`config.mk`:
```
export PLATFORM = sky130hd
export DESIGN_NAME = mem_access_unit
export DESIGN_NICKNAME = d
export VERILOG_FILES = /design/src/rtl/mem_access_unit_pkg.sv /design/src/rtl/mem_access_unit_lane.sv /design/src/rtl/mem_access_unit.sv
export SDC_FILE = /design/constraint.sdc
export NUM_CORES = 1
export LEC_CHECK = 0
export CAP_MARGIN = 15
export CORE_AREA = 2 2 84 146
export CTS_CLUSTER_DIAMETER = 60
export CTS_CLUSTER_SIZE = 24
export DETAILED_ROUTE_END_ITERATION = 12
export DIE_AREA = 0 0 86 148
export SETUP_SLACK_MARGIN = 0.5
export SLEW_MARGIN = 10
export SYNTH_ARGS = -nofsm -noshare
export SYNTH_HDL_FRONTEND = slang
export SYNTH_SLANG_ARGS = --single-unit
```
`constraint.sdc`:
```
create_clock -name clk_i -period 2.55 [get_ports clk_i]
set_clock_uncertainty 0.2 [all_clocks]
set_input_delay 0.51 -clock clk_i [delete_from_list [all_inputs] [get_ports clk_i]]
set_output_delay 0.51 -clock clk_i [all_outputs]
set_load 0.005 [all_outputs]
```
`src/rtl/mem_access_unit_pkg.sv`:
```
// Shared types for the memory-access engine: op encodings, FSM states and op classifiers.
package mem_access_unit_pkg;

  typedef enum logic [2:0] {
    MOP_LDW = 3'd0,
    MOP_LDB = 3'd1,
    MOP_STW = 3'd2,
    MOP_STB = 3'd3,
    MOP_LDI = 3'd4,
    MOP_STI = 3'd5
  } lc3b_memop;

  typedef enum logic [1:0] {
    S_IDLE   = 2'd0,
    S_ACCESS = 2'd1,
    S_PTR    = 2'd2,
    S_DONE   = 2'd3
  } mau_state_t;

  // Indirect ops also move full words, so they share the alignment rule.
  function automatic logic is_word_op(input lc3b_memop op);
    case (op)
      MOP_LDB, MOP_STB: is_word_op = 1'b0;
      default:          is_word_op = 1'b1;
    endcase
  endfunction

  function automatic logic is_store(input lc3b_memop op);
    case (op)
      MOP_STW, MOP_STB, MOP_STI: is_store = 1'b1;
      default:                   is_store = 1'b0;
    endcase
  endfunction

  function automatic logic is_indirect(input lc3b_memop op);
    case (op)
      MOP_LDI, MOP_STI: is_indirect = 1'b1;
      default:          is_indirect = 1'b0;
    endcase
  endfunction

endpackage

```
`src/rtl/mem_access_unit_lane.sv`:
```
// Byte-lane helper: one-hot lane enable, lane byte extract with zero-extend, byte replication.
module mem_lane_align #(
  parameter int WIDTH = 16
) (
  input  logic [$clog2(WIDTH/8)-1:0] lane_i,
  input  logic [7:0]                 wbyte_i,
  input  logic [WIDTH-1:0]           rdata_i,
  output logic [WIDTH/8-1:0]         be_onehot_o,
  output logic [WIDTH-1:0]           byte_zext_o,
  output logic [WIDTH-1:0]           wdata_rep_o
);
  localparam int LANES = WIDTH / 8;
  localparam int LB    = $clog2(LANES);

  logic [LB+2:0] bit_base_s;

  assign bit_base_s  = {lane_i, 3'b000};
  assign wdata_rep_o = {LANES{wbyte_i}};

  // Lane decode and byte pick for the selected lane.
  always_comb begin
    be_onehot_o          = '0;
    be_onehot_o[lane_i]  = 1'b1;
    byte_zext_o          = '0;
    byte_zext_o[7:0]     = rdata_i[bit_base_s +: 8];
  end

endmodule

```
`src/rtl/mem_access_unit.sv`:
```
// Memory-access engine: word/byte loads and stores plus indirect (pointer-then-word) accesses
// over a req/resp port, with misalignment and response-timeout error reporting.
module mem_access_unit
  import mem_access_unit_pkg::*;
#(
  parameter int WIDTH   = 16,
  parameter int TIMEOUT = 255
) (
  input  logic                  clk_i,
  input  logic                  rst_i,
  input  logic                  start_i,
  input  lc3b_memop             op_i,
  input  logic [WIDTH-1:0]      addr_i,
  input  logic [WIDTH-1:0]      wdata_i,
  output logic                  busy_o,
  output logic                  done_o,
  output logic                  err_o,
  output logic [WIDTH-1:0]      rdata_o,
  output logic                  mem_read_o,
  output logic                  mem_write_o,
  output logic [WIDTH/8-1:0]    mem_byte_enable_o,
  output logic [WIDTH-1:0]      mem_address_o,
  output logic [WIDTH-1:0]      mem_wdata_o,
  input  logic [WIDTH-1:0]      mem_rdata_i,
  input  logic                  mem_resp_i
);
  localparam int LANES = WIDTH / 8;
  localparam int LB    = $clog2(LANES);
  localparam int CW    = (TIMEOUT > 1) ? $clog2(TIMEOUT + 1) : 1;
  localparam logic [CW:0] TO_LIM = (CW + 1)'(TIMEOUT);

  mau_state_t       state_q;
  lc3b_memop        op_q;
  logic [LB-1:0]    lane_q;
  logic [WIDTH-1:0] wdata_q;
  logic [CW-1:0]    cnt_q;
  logic             busy_q, done_q, err_q, mem_read_q, mem_write_q;
  logic [WIDTH-1:0] rdata_q, maddr_q, mwdata_q;
  logic [LANES-1:0] be_q;

  logic [LB-1:0]    lane_s;
  logic [LANES-1:0] be_onehot_s;
  logic [WIDTH-1:0] byte_zext_s, wdata_rep_s;
  logic             addr_mis_s, ptr_mis_s, timeout_hit_s;

  // While idle the incoming address picks the lane; afterwards the latched lane does.
  assign lane_s        = (state_q == S_IDLE) ? addr_i[LB-1:0] : lane_q;
  assign addr_mis_s    = |addr_i[LB-1:0];
  assign ptr_mis_s     = |mem_rdata_i[LB-1:0];
  assign timeout_hit_s = (TIMEOUT > 0) && !mem_resp_i &&
                         (({1'b0, cnt_q} + {{CW{1'b0}}, 1'b1}) == TO_LIM);

  mem_lane_align #(.WIDTH(WIDTH)) u_align (
    .lane_i      (lane_s),
    .wbyte_i     (wdata_i[7:0]),
    .rdata_i     (mem_rdata_i),
    .be_onehot_o (be_onehot_s),
    .byte_zext_o (byte_zext_s),
    .wdata_rep_o (wdata_rep_s)
  );

  // Control FSM with all outputs and request signals registered.
  always_ff @(posedge clk_i) begin
    if (rst_i) begin
      state_q     <= S_IDLE;
      op_q        <= MOP_LDW;
      lane_q      <= '0;
      wdata_q     <= '0;
      cnt_q       <= '0;
      busy_q      <= 1'b0;
      done_q      <= 1'b0;
      err_q       <= 1'b0;
      rdata_q     <= '0;
      mem_read_q  <= 1'b0;
      mem_write_q <= 1'b0;
      be_q        <= '0;
      maddr_q     <= '0;
      mwdata_q    <= '0;
    end else begin
      case (state_q)
        S_IDLE: begin
          done_q <= 1'b0;
          if (start_i) begin
            op_q    <= op_i;
            lane_q  <= addr_i[LB-1:0];
            wdata_q <= wdata_i;
            maddr_q <= addr_i;
            cnt_q   <= '0;
            err_q   <= 1'b0;
            busy_q  <= 1'b1;
            if (is_word_op(op_i) && addr_mis_s) begin
              err_q   <= 1'b1;
              state_q <= S_DONE;
            end else if (is_indirect(op_i)) begin
              mem_read_q <= 1'b1;
              be_q       <= '1;
              state_q    <= S_PTR;
            end else begin
              mem_read_q  <= !is_store(op_i);
              mem_write_q <= is_store(op_i);
              be_q        <= is_word_op(op_i) ? {LANES{1'b1}} : be_onehot_s;
              mwdata_q    <= (op_i == MOP_STB) ? wdata_rep_s : wdata_i;
              state_q     <= S_ACCESS;
            end
          end
        end
        S_PTR: begin
          if (mem_resp_i) begin
            if (ptr_mis_s) begin
              mem_read_q <= 1'b0;
              err_q      <= 1'b1;
              done_q     <= 1'b1;
              state_q    <= S_DONE;
            end else begin
              maddr_q <= mem_rdata_i;
              cnt_q   <= '0;
              op_q    <= (op_q == MOP_STI) ? MOP_STW : MOP_LDW;
              state_q <= S_ACCESS;
              if (op_q == MOP_STI) begin
                mem_read_q  <= 1'b0;
                mem_write_q <= 1'b1;
                mwdata_q    <= wdata_q;
              end
            end
          end else if (timeout_hit_s) begin
            mem_read_q <= 1'b0;
            err_q      <= 1'b1;
            done_q     <= 1'b1;
            state_q    <= S_DONE;
          end else begin
            cnt_q <= cnt_q + CW'(1);
          end
        end
        S_ACCESS: begin
          if (mem_resp_i) begin
            mem_read_q  <= 1'b0;
            mem_write_q <= 1'b0;
            done_q      <= 1'b1;
            state_q     <= S_DONE;
            if (op_q == MOP_LDB) begin
              rdata_q <= byte_zext_s;
            end else if (op_q == MOP_LDW) begin
              rdata_q <= mem_rdata_i;
            end
          end else if (timeout_hit_s) begin
            mem_read_q  <= 1'b0;
            mem_write_q <= 1'b0;
            err_q       <= 1'b1;
            done_q      <= 1'b1;
            state_q     <= S_DONE;
          end else begin
            cnt_q <= cnt_q + CW'(1);
          end
        end
        S_DONE: begin
          // Early error exits arrive with done low and raise it here for one cycle.
          if (done_q) begin
            done_q  <= 1'b0;
            busy_q  <= 1'b0;
            state_q <= S_IDLE;
          end else begin
            done_q <= 1'b1;
          end
        end
        default: begin
          state_q <= S_IDLE;
        end
      endcase
    end
  end

  assign busy_o            = busy_q;
  assign done_o            = done_q;
  assign err_o             = err_q;
  assign rdata_o           = rdata_q;
  assign mem_read_o        = mem_read_q;
  assign mem_write_o       = mem_write_q;
  assign mem_byte_enable_o = be_q;
  assign mem_address_o     = maddr_q;
  assign mem_wdata_o       = mwdata_q;

endmodule

```
# == Word level (Yosys, flattened, before mapping) ==
# Index checks and enable logic that the tools add are counted.
# totals
regBits,85
latchBits,0
mem_bits_rw,0
romBits,0
inputBits,55
out_inout_bits,55
word_cells,157
memories,0
# op_classes
addsub,2
mul,0
div,0
magnitude_cmp,2
n_eq_ne,23
n_shift,1
muxes,89
bitwise_logic,1
reduce_logical,25
# ops
cell,n
16-bit 2-to-1 mux,12
16-bit case mux with 2 select lines,2
1-bit 2-to-1 mux,47
8-bit 2-to-1 mux,5
8-bit case mux with 3 select lines,1
2-bit 2-to-1 mux,11
2-bit != test (second input constant),8
4-bit AND reduction,4
16-bit by 5-bit variable part select with 8-bit output,1
8-bit by 1-bit adder with 9-bit output (second input constant),1
3-bit == test (second input constant),3
9-bit by 8-bit == test with 1-bit output (second input constant),1
3-bit 2-to-1 mux,3
3-bit != test (second input constant),3
1-bit case mux with 3 select lines,3
3-bit AND reduction,3
8-bit by 1-bit adder with 8-bit output (second input constant),1
2-bit case mux with 4 select lines,1
8-bit AND reduction,1
7-bit AND reduction,1
3-bit by 1-bit == test with 1-bit output (second input constant),2
3-bit by 2-bit == test with 1-bit output (second input constant),2
3-bit case mux with 2 select lines,1
2-bit nonzero test,3
other kinds (17),23

# == Logic depth before layout (Yosys ltp) ==
# Gate-level depths: netlist of run 1.
# logic_depth
ltp_word,21
mapped_depth,10
ltp_nobuf,7

# == Hierarchy ==
# Synthesis of run 1 repeated with hierarchy kept, for this count alone.
# unflattened
hier_cells,541
hier_area_um2,4589.4
# modules_own_cells
module,n_inst,cells_each,area_each_um2,seq_area_each_um2
mem_access_unit,1,505,4262.8,1701.6
mem_lane_align,1,36,326.6,0.0

# == Worst setup path before layout of run 1 ==
# No wires, ideal clock.
# synth_timing
path_kind,input -> register
startpoint,input port mem_resp_i
endpoint,"register mwdata_q[6], in the netlist mem_wdata_o[6]"
setup_ns,0.086
arrival_time_ns,1.995
required_time_ns,2.264
setup_slack_ns,0.270
cell_stages,8
n_path_buf,3
cell_sequence,clkbuf_1 -> nand2b_1 -> a211oi_1 -> and3_1 -> buf_2 -> buf_1 -> nor2_1 -> a211oi_1
# synth_via
elab_chain_len,2
# synth_rtl
element,line_no,rtl
from (decl),mem_access_unit.sv:25,input logic mem_resp_i
2-bit != test (no line),n/a,
7-bit AND reduction (no line),n/a,
to (signal assigned),mem_access_unit.sv:102,mwdata_q <= (op_i == MOP_STB) ? wdata_rep_s : wdata_i;
to (signal assigned),mem_access_unit.sv:122,mwdata_q <= wdata_q;
to (decl),mem_access_unit.sv:38,"logic [WIDTH-1:0] rdata_q, maddr_q, mwdata_q;"
# No other way between the ends.
# A chain may end at the register's enable or synchronous reset.

# == Worst setup path after layout of run 1 ==
# layout_timing
startpoint,register cnt_q[1]
endpoint,register cnt_q[0]
# layout_via
elab_chain_len,6
word_cells_on_any_way,7
cone_classes,1 x add/sub; 1 x eq/ne; 4 x mux; 1 x reduce/logical
# layout_rtl
element,line_no,rtl
from (decl),mem_access_unit.sv:36,logic [CW-1:0] cnt_q;
from (signal assigned),mem_access_unit.sv:131,cnt_q <= cnt_q + CW'(1);
from (signal assigned),mem_access_unit.sv:152,cnt_q <= cnt_q + CW'(1);
8-bit by 1-bit adder with 9-bit output (*),mem_access_unit.sv:51,"(({1'b0, cnt_q} + {{CW{1'b0}}, 1'b1}) == TO_LIM);"
9-bit by 8-bit == test with 1-bit output (*),mem_access_unit.sv:51,
1-bit logical AND (*),mem_access_unit.sv:50,assign timeout_hit_s = (TIMEOUT > 0) && !mem_resp_i &&
8-bit 2-to-1 mux (*),n/a,
8-bit 2-to-1 mux (on tied branches),n/a,
8-bit case mux with 3 select lines (*),n/a,
# Mark *: on every way between the ends. The rest lies on a longest branch, timed or not. The select of a mux whose other input is x is not followed.

==> results of run 1 <==
final timing paths:
kind	end	slack (ps)	cells past startpoint
worst min-delay path	rdata_o[15]	250	2
worst max-delay path	cnt_q[0]	350	6
worst max register to register	cnt_q[0]	350	6
worst min register to register	rdata_o[15]	250	2
logic make-up (layout without fill, tap and decap cells):
kind of cell	Yosys count	in the layout	synth area share (%)
multiplexers	50	50	12.36
adder cells (fa/ha/maj)	6	6	1.849
AND/OR/NAND/NOR	167	167	19.35
buffers and inverters	38	176	3.605
AO/OA/AOI/OAI	121	121	20.06
flip-flops	85	85	41.91
XOR/XNOR	4	4	0.8630
worst max-delay path: stages, from the launching register on:
cell and delay [ps]:
dfxtp_4 360, ha_4 140, nand2_2 60, or3_4 370
a2111o_1 450, o32ai_4 340, mux2_4 210
state kept, by name, summed over array words and instances, names as in the netlist:
register,cells
busy_o,1
cnt_q,8
done_o,1
err_o,1
lane_q,1
mem_address_o,16
mem_byte_enable_o,2
mem_read_o,1
mem_wdata_o,16
mem_write_o,1
op_q,3
rdata_o,16
state_q,2
wdata_q,16
cell usage after synthesis (7+ instances only):
| master | n | area (sq um) |
|---|---|---|
| a211oi_1 | 36 | 270.3 |
| a21oi_1 | 40 | 200.2 |
| clkbuf_1 | 23 | 86.33 |
| dfxtp_1 | 85 | 1702 |
| mux2i_1 | 49 | 490.5 |
| nand2_1 | 62 | 232.7 |
| nand2b_1 | 9 | 56.30 |
| nand3b_1 | 13 | 97.59 |
| nor2_1 | 52 | 195.2 |
| nor2b_1 | 7 | 43.79 |
| o211ai_1 | 7 | 52.55 |
| o21ai_0 | 17 | 85.08 |
what timing repair did:
| item | in CTS | in global routing |
|---|---|---|
| pin swaps | 13 | 13 |
| resized for setup | 33 | 19 |
| cloned | 2 | 1 |
| setup buffers | 13 | 8 |
| endpoints found under the setup margin | 49 | 51 |
per-layer routing:
layer	vias to the layer above	global-route usage, %	share of wire, %
met4	0	5.952	1.6
met3	17	4.076	4.3
met2	104	34.53	53
li1	1943	-	-
met1	1874	22.55	41
met5	-	0	0
per-stage QoR:
stage               setup WS [ps]  hold slack [ps]
finish                      345.3            253.3
global route                309.5            273.8
CTS                         358.8            255.6
detailed placement          26.84            247.2
global placement            46.40            240.1
floorplan                   449.6            231.8
final cells by class:
type / instances / area (sq um) / share of cell area, %
clock buffers: 13 / 270.3 / 4.345
clock inverters: 3 / 42.54 / 0.6840
inverters: 6 / 25.02 / 0.4023
multi-input cells: 348 / 2434 / 39.13
flip-flops and latches: 85 / 1728 / 27.78
well taps: 135 / 168.9 / 2.716
repair buffers: 154 / 1551 / 24.94
power groups by stage:
stage	registers, mW	clock network, mW	logic, mW
6_report	1.89	1.36	3.19
5_1_grt	1.93	1.45	3.46
4_1_cts	1.89	1.39	2.96
3_5_place_dp	1.91	0	2.59
3_3_place_gp	1.90	0	2.56
2_1_floorplan	1.91	0	1.52
==> qor.csv, run 1 <==
stage,metric,value,unit
status,outcome,completed,
drt,num_vias,3938,
clock_network,h-tree-depth,3,
synthesis,async_flop_share,0,%
clock_network,clk_latency,340,ps
flow_run,maxCapViolCount,0,
floorplanning,start_util,35.26,%
layout,drive_above_1_share,17.90,%
timing,hold_violations,0,
clock_network,cts.sinks,85,
place,dpl.cell_count,704,
pwr,totalPowerFinal,6.443,mW
timing,finalCritPeriodShare,86.46,%
drt,drt_wl_total,12400,um
drt,wl_per_cell,16.66,um
global_routing,grt_pass1_wl,19530,um
worst_setup_path,crit_start,cnt_q[1],
layout,stdcell_area,6220,sq um
timing,drv_slew,0,
worst_setup_path,worstPathRequired,2630,ps
synthesis,synth_area,4060,sq um
layout,stdcell_count,744,
timing,max_freq,453.6,MHz
synthesis,netlist_instances,471,
floorplanning,core_area,11520,sq um
global_routing,grtUsageTotal,19.29,%
timing,worst_slew_pin_slew,764.1,ps
timing,setup_viol,0,
layout,n_antenna_cell,0,
worst_setup_path,crit_type,flop to flop,
layout,syn2layout_area_growth,53.19,%
place,gp_congestion,0.8318,
pwr,p_seq_share,29.3,%
synthesis,synth-main-ff-cell,dfxtp_1,
floorplanning,dieArea,12730,sq um
min_path,hp-class,flop to flop,
drt,ant_nets,0,
pwr,p_sw_share,33.77,%
drt,drc,0,
layout,fillers,1052,
min_path,hp-start,rdata_o[15],
floorplanning,rows,52,
synthesis,synth_edf_count,0,
clock_network,clockBufferDepth,2,
synthesis,synthDistinctLibCells,48,
drt,first_iter_violations,202,
worst_setup_path,worstPathMaxFanout,6,
pwr,ir_drop,0.0005007,V
global_routing,grt_max_degree,68,
worst_setup_path,arrival,2290,ps
synthesis,syn_area_per_cell,8.620,sq um
timing,rsz0062_at_grt,yes,
clock_network,ctsRootBufferMaster,clkbuf_16,
synthesis,ys_ff_latch,85,
worst_setup_path,start_kind,flop,
synthesis,yosysSeqAreaShare,41.91,%
clock_network,cts_buffers,9,
drt,drt-pass1-iter-count,4,
place,io_buffers,109,
layout,layout_commonest_cell,clkdlybuf4s50_1,
pwr,combPwrFrac,49.5,%
synthesis,synth_fp_nets,532,
pwr,power_density,1036,nW/um^2
floorplanning,fp.dieW,86,um
timing,finalCriticalPeriod,2205,ps
worst_setup_path,end_kind,flop,
layout,finalCoreUtilization,54.01,%
global_routing,antenna_found_initial,0,
timing,fin_tns_setup,0,ps
floorplanning,die_h,148,um
synthesis,ys_warn_count,0,
place,place_area,5480,sq um
pwr,p_switching,2.176,mW
timing,relSlewSlack,49.06,%
place,place_hpwl,8509,um
clock_network,path_clk_slew,60,ps
pwr,power.clock.fraction,21.2,%
layout,most-common-layout-cells,"clkdlybuf4s50_1, dfxtp_1, nand2_1, nor2_1, mux2i_1",
layout,nNetsFinal,665,
drt,drt-vias-per-instance,5.293,
global_routing,grt_overflow,0,
floorplanning,pin_count,110,
clock_network,cts_tree,yes,
global_routing,grt_pass1_vias,3795,
worst_setup_path,timing.rr.start,cnt_q[1],
pwr,internal_power,4.267,mW
pwr,p_leak,2.338,nW
clock_network,cts_hold_buf,0,
No activity file was read; power rests on OpenSTA's default activity.
==> run 2, diff against run 1 <==
--- a/config.mk
+++ b/config.mk
@@ -6,11 +6,11 @@
 export NUM_CORES = 1
 export LEC_CHECK = 0
 export CAP_MARGIN = 15
-export CORE_AREA = 2 2 84 146
+export CORE_AREA = 2 2 110 112
 export CTS_CLUSTER_DIAMETER = 60
 export CTS_CLUSTER_SIZE = 24
 export DETAILED_ROUTE_END_ITERATION = 12
-export DIE_AREA = 0 0 86 148
+export DIE_AREA = 0 0 112 114
 export SETUP_SLACK_MARGIN = 0.5
 export SLEW_MARGIN = 10
 export SYNTH_ARGS = -nofsm -noshare
==> qor.csv, run 2 (synthesized netlist as in run 1, its figures left out) <==
stage,metric,value,unit
min_path,hp-class,flop to flop,
global_routing,grt_max_degree,60,
floorplanning,dieArea,12770,sq um
floorplanning,pin_count,110,
timing,relSlewSlack,54.92,%
layout,layout_commonest_cell,clkdlybuf4s50_1,
clock_network,cts_buffers,9,
clock_network,clockBufferDepth,2,
status,outcome,completed,
worst_setup_path,worstPathMaxFanout,4,
global_routing,grt_pass1_wl,19290,um
place,place_hpwl,8298,um
worst_setup_path,end_kind,flop,
worst_setup_path,reg2regPathDepth,7,
layout,fillers,1092,
timing,hold_ws,250.6,ps
clock_network,clk_latency,340,ps
floorplanning,start_util,34.67,%
place,place_area,5518,sq um
timing,fin_ws,339.1,ps
drt,drt_wl_total,12280,um
pwr,power.clock.fraction,20.8,%
flow_run,maxCapViolCount,0,
drt,drc,0,
layout,multi_input_area,2417,sq um
pwr,ir_drop,0.0004551,V
drt,first_iter_violations,188,
timing,hold_violations,0,
timing,max_freq,452.3,MHz
worst_setup_path,slowest_delay,460,ps
layout,seq_area,1728,sq um
global_routing,grtUsageTotal,18.72,%
drt,wl_met1,5702,um
drt,met3_length,635,um
worst_setup_path,slowest_stage,a2111oi_4,
timing,worst_slew_pin_slew,676.3,ps
min_path,min_to,rdata_o[10],
place,dp_worst_setup_slack,84.60,ps
pwr,power_density,1003,nW/um^2
timing,finalCritPeriodShare,86.70,%
clock_network,h-tree-depth,3,
floorplanning,core_area,11710,sq um
layout,n_antenna_cell,0,
floorplanning,fp.dieW,112,um
timing,finalCriticalPeriod,2211,ps
timing,drv_slew,0,
timing,rsz0062_at_grt,yes,
place,dpl.cell_count,719,
clock_network,cts.sinks,85,
pwr,p_leak,2.349,nW
layout,nNetsFinal,673,
worst_setup_path,worstPathRequired,2570,ps
layout,syn2layout_area_growth,53.13,%
drt,met2_length,5729,um
drt,drt-pass1-iter-count,5,
global_routing,grt_pass1_vias,3727,
worst_setup_path,timing.rr.start,cnt_q[0],
floorplanning,rows,40,
floorplanning,die_h,114,um
worst_setup_path,r2r-end,cnt_q[0],
drt,ant_nets,0,
drt,wl_per_cell,16.08,um
min_path,hp-start,rdata_o[10],
clock_network,cts_tree,yes,
clock_network,path_clk_slew,60,ps
worst_setup_path,path_cells,ha_4 -> nand2_2 -> or3_4 -> a2111oi_4 -> buf_4 -> a21oi_2 -> mux2_4,
drt,top_layer_used,met4,
drt,num_vias,3941,
pwr,internal_power,4.087,mW
timing,fin_tns_setup,0,ps
layout,finalCoreUtilization,53.09,%
timing,setup_viol,0,
layout,stdcell_area,6217,sq um
place,gp_congestion,0.8477,
place,io_buffers,109,
drt,drt-vias-per-instance,5.158,
worst_setup_path,start_kind,flop,
clock_network,ctsRootBufferMaster,clkbuf_16,
pwr,combPwrFrac,48.6,%
layout,stdcell_count,764,
min_path,hold_path_depth,2,
worst_setup_path,arrival,2230,ps
global_routing,grt_overflow,0,
pwr,totalPowerFinal,6.238,mW
global_routing,antenna_found_initial,0,
pwr,p_sw_share,34.48,%
layout,most-common-layout-cells,"clkdlybuf4s50_1, dfxtp_1, nand2_1, nor2_1, mux2i_1",
worst_setup_path,reg2reg_slack,340,ps
pwr,p_seq_share,30.6,%
pwr,p_switching,2.151,mW
layout,drive_above_1_share,18.31,%
worst_setup_path,crit_type,flop to flop,
==> run 2: worst max-delay path by stage <==
| stage | slack, ps | cells past startpoint | from | end |
|---|---|---|---|---|
| 3_3_place_gp | 80 | 7 | mem_rdata_i[0] | mem_wdata_o[10] |
| 6_report | 340 | 7 | cnt_q[0] | cnt_q[0] |
| 3_5_place_dp | 80 | 7 | mem_resp_i | mem_wdata_o[10] |
| 4_1_cts | 380 | 6 | cnt_q[0] | cnt_q[0] |
| 5_1_grt | 280 | 6 | cnt_q[0] | err_o |
| 2_1_floorplan | 450 | 6 | cnt_q[1] | cnt_q[0] |
==> run 2: area by class of cell <==
class | count | share of cell area (%)
clock buffers | 11 | 3.743
clock inverters | 5 | 0.9660
inverters | 6 | 0.4427
multi-input cells | 348 | 38.88
flip-flops and latches | 85 | 27.79
well taps | 147 | 2.958
repair buffers | 162 | 25.22
==> run 2: repair_timing <==
item	CTS	global route
setup buffers	13	14
endpoints found under the hold margin	0	0
gates cloned	1	1
hold buffers	0	0
pin swaps	6	12
setup endpoints to repair	51	44
gates resized for setup	25	19
==> run 2: power by group through the flow <==
stage	sequential (mW)	clock, mW	combinational, mW
finish	1.91	1.30	3.03
global route	1.95	1.39	3.30
CTS	1.90	1.34	2.82
detailed placement	1.93	0	2.58
global placement	1.92	0	2.55
floorplan	1.91	0	1.52
==> run 2: worst max-delay path: cells and delay by family (launching register included) <==
family | cells | cell delay [ps]
AOI/OAI and AO/OA | 2 | 520
muxes | 1 | 260
buffers and inverters | 1 | 190
DFF | 1 | 370
and+or+nand+nor | 2 | 410
adders and majority gates | 1 | 150
==> run 2: metal layers <==
metal	global-route usage [%]	up-vias
met4	7.480	0
met5	0	-
met1	24.09	1855
met2	31.31	108
li1	-	1965
met3	3.401	13
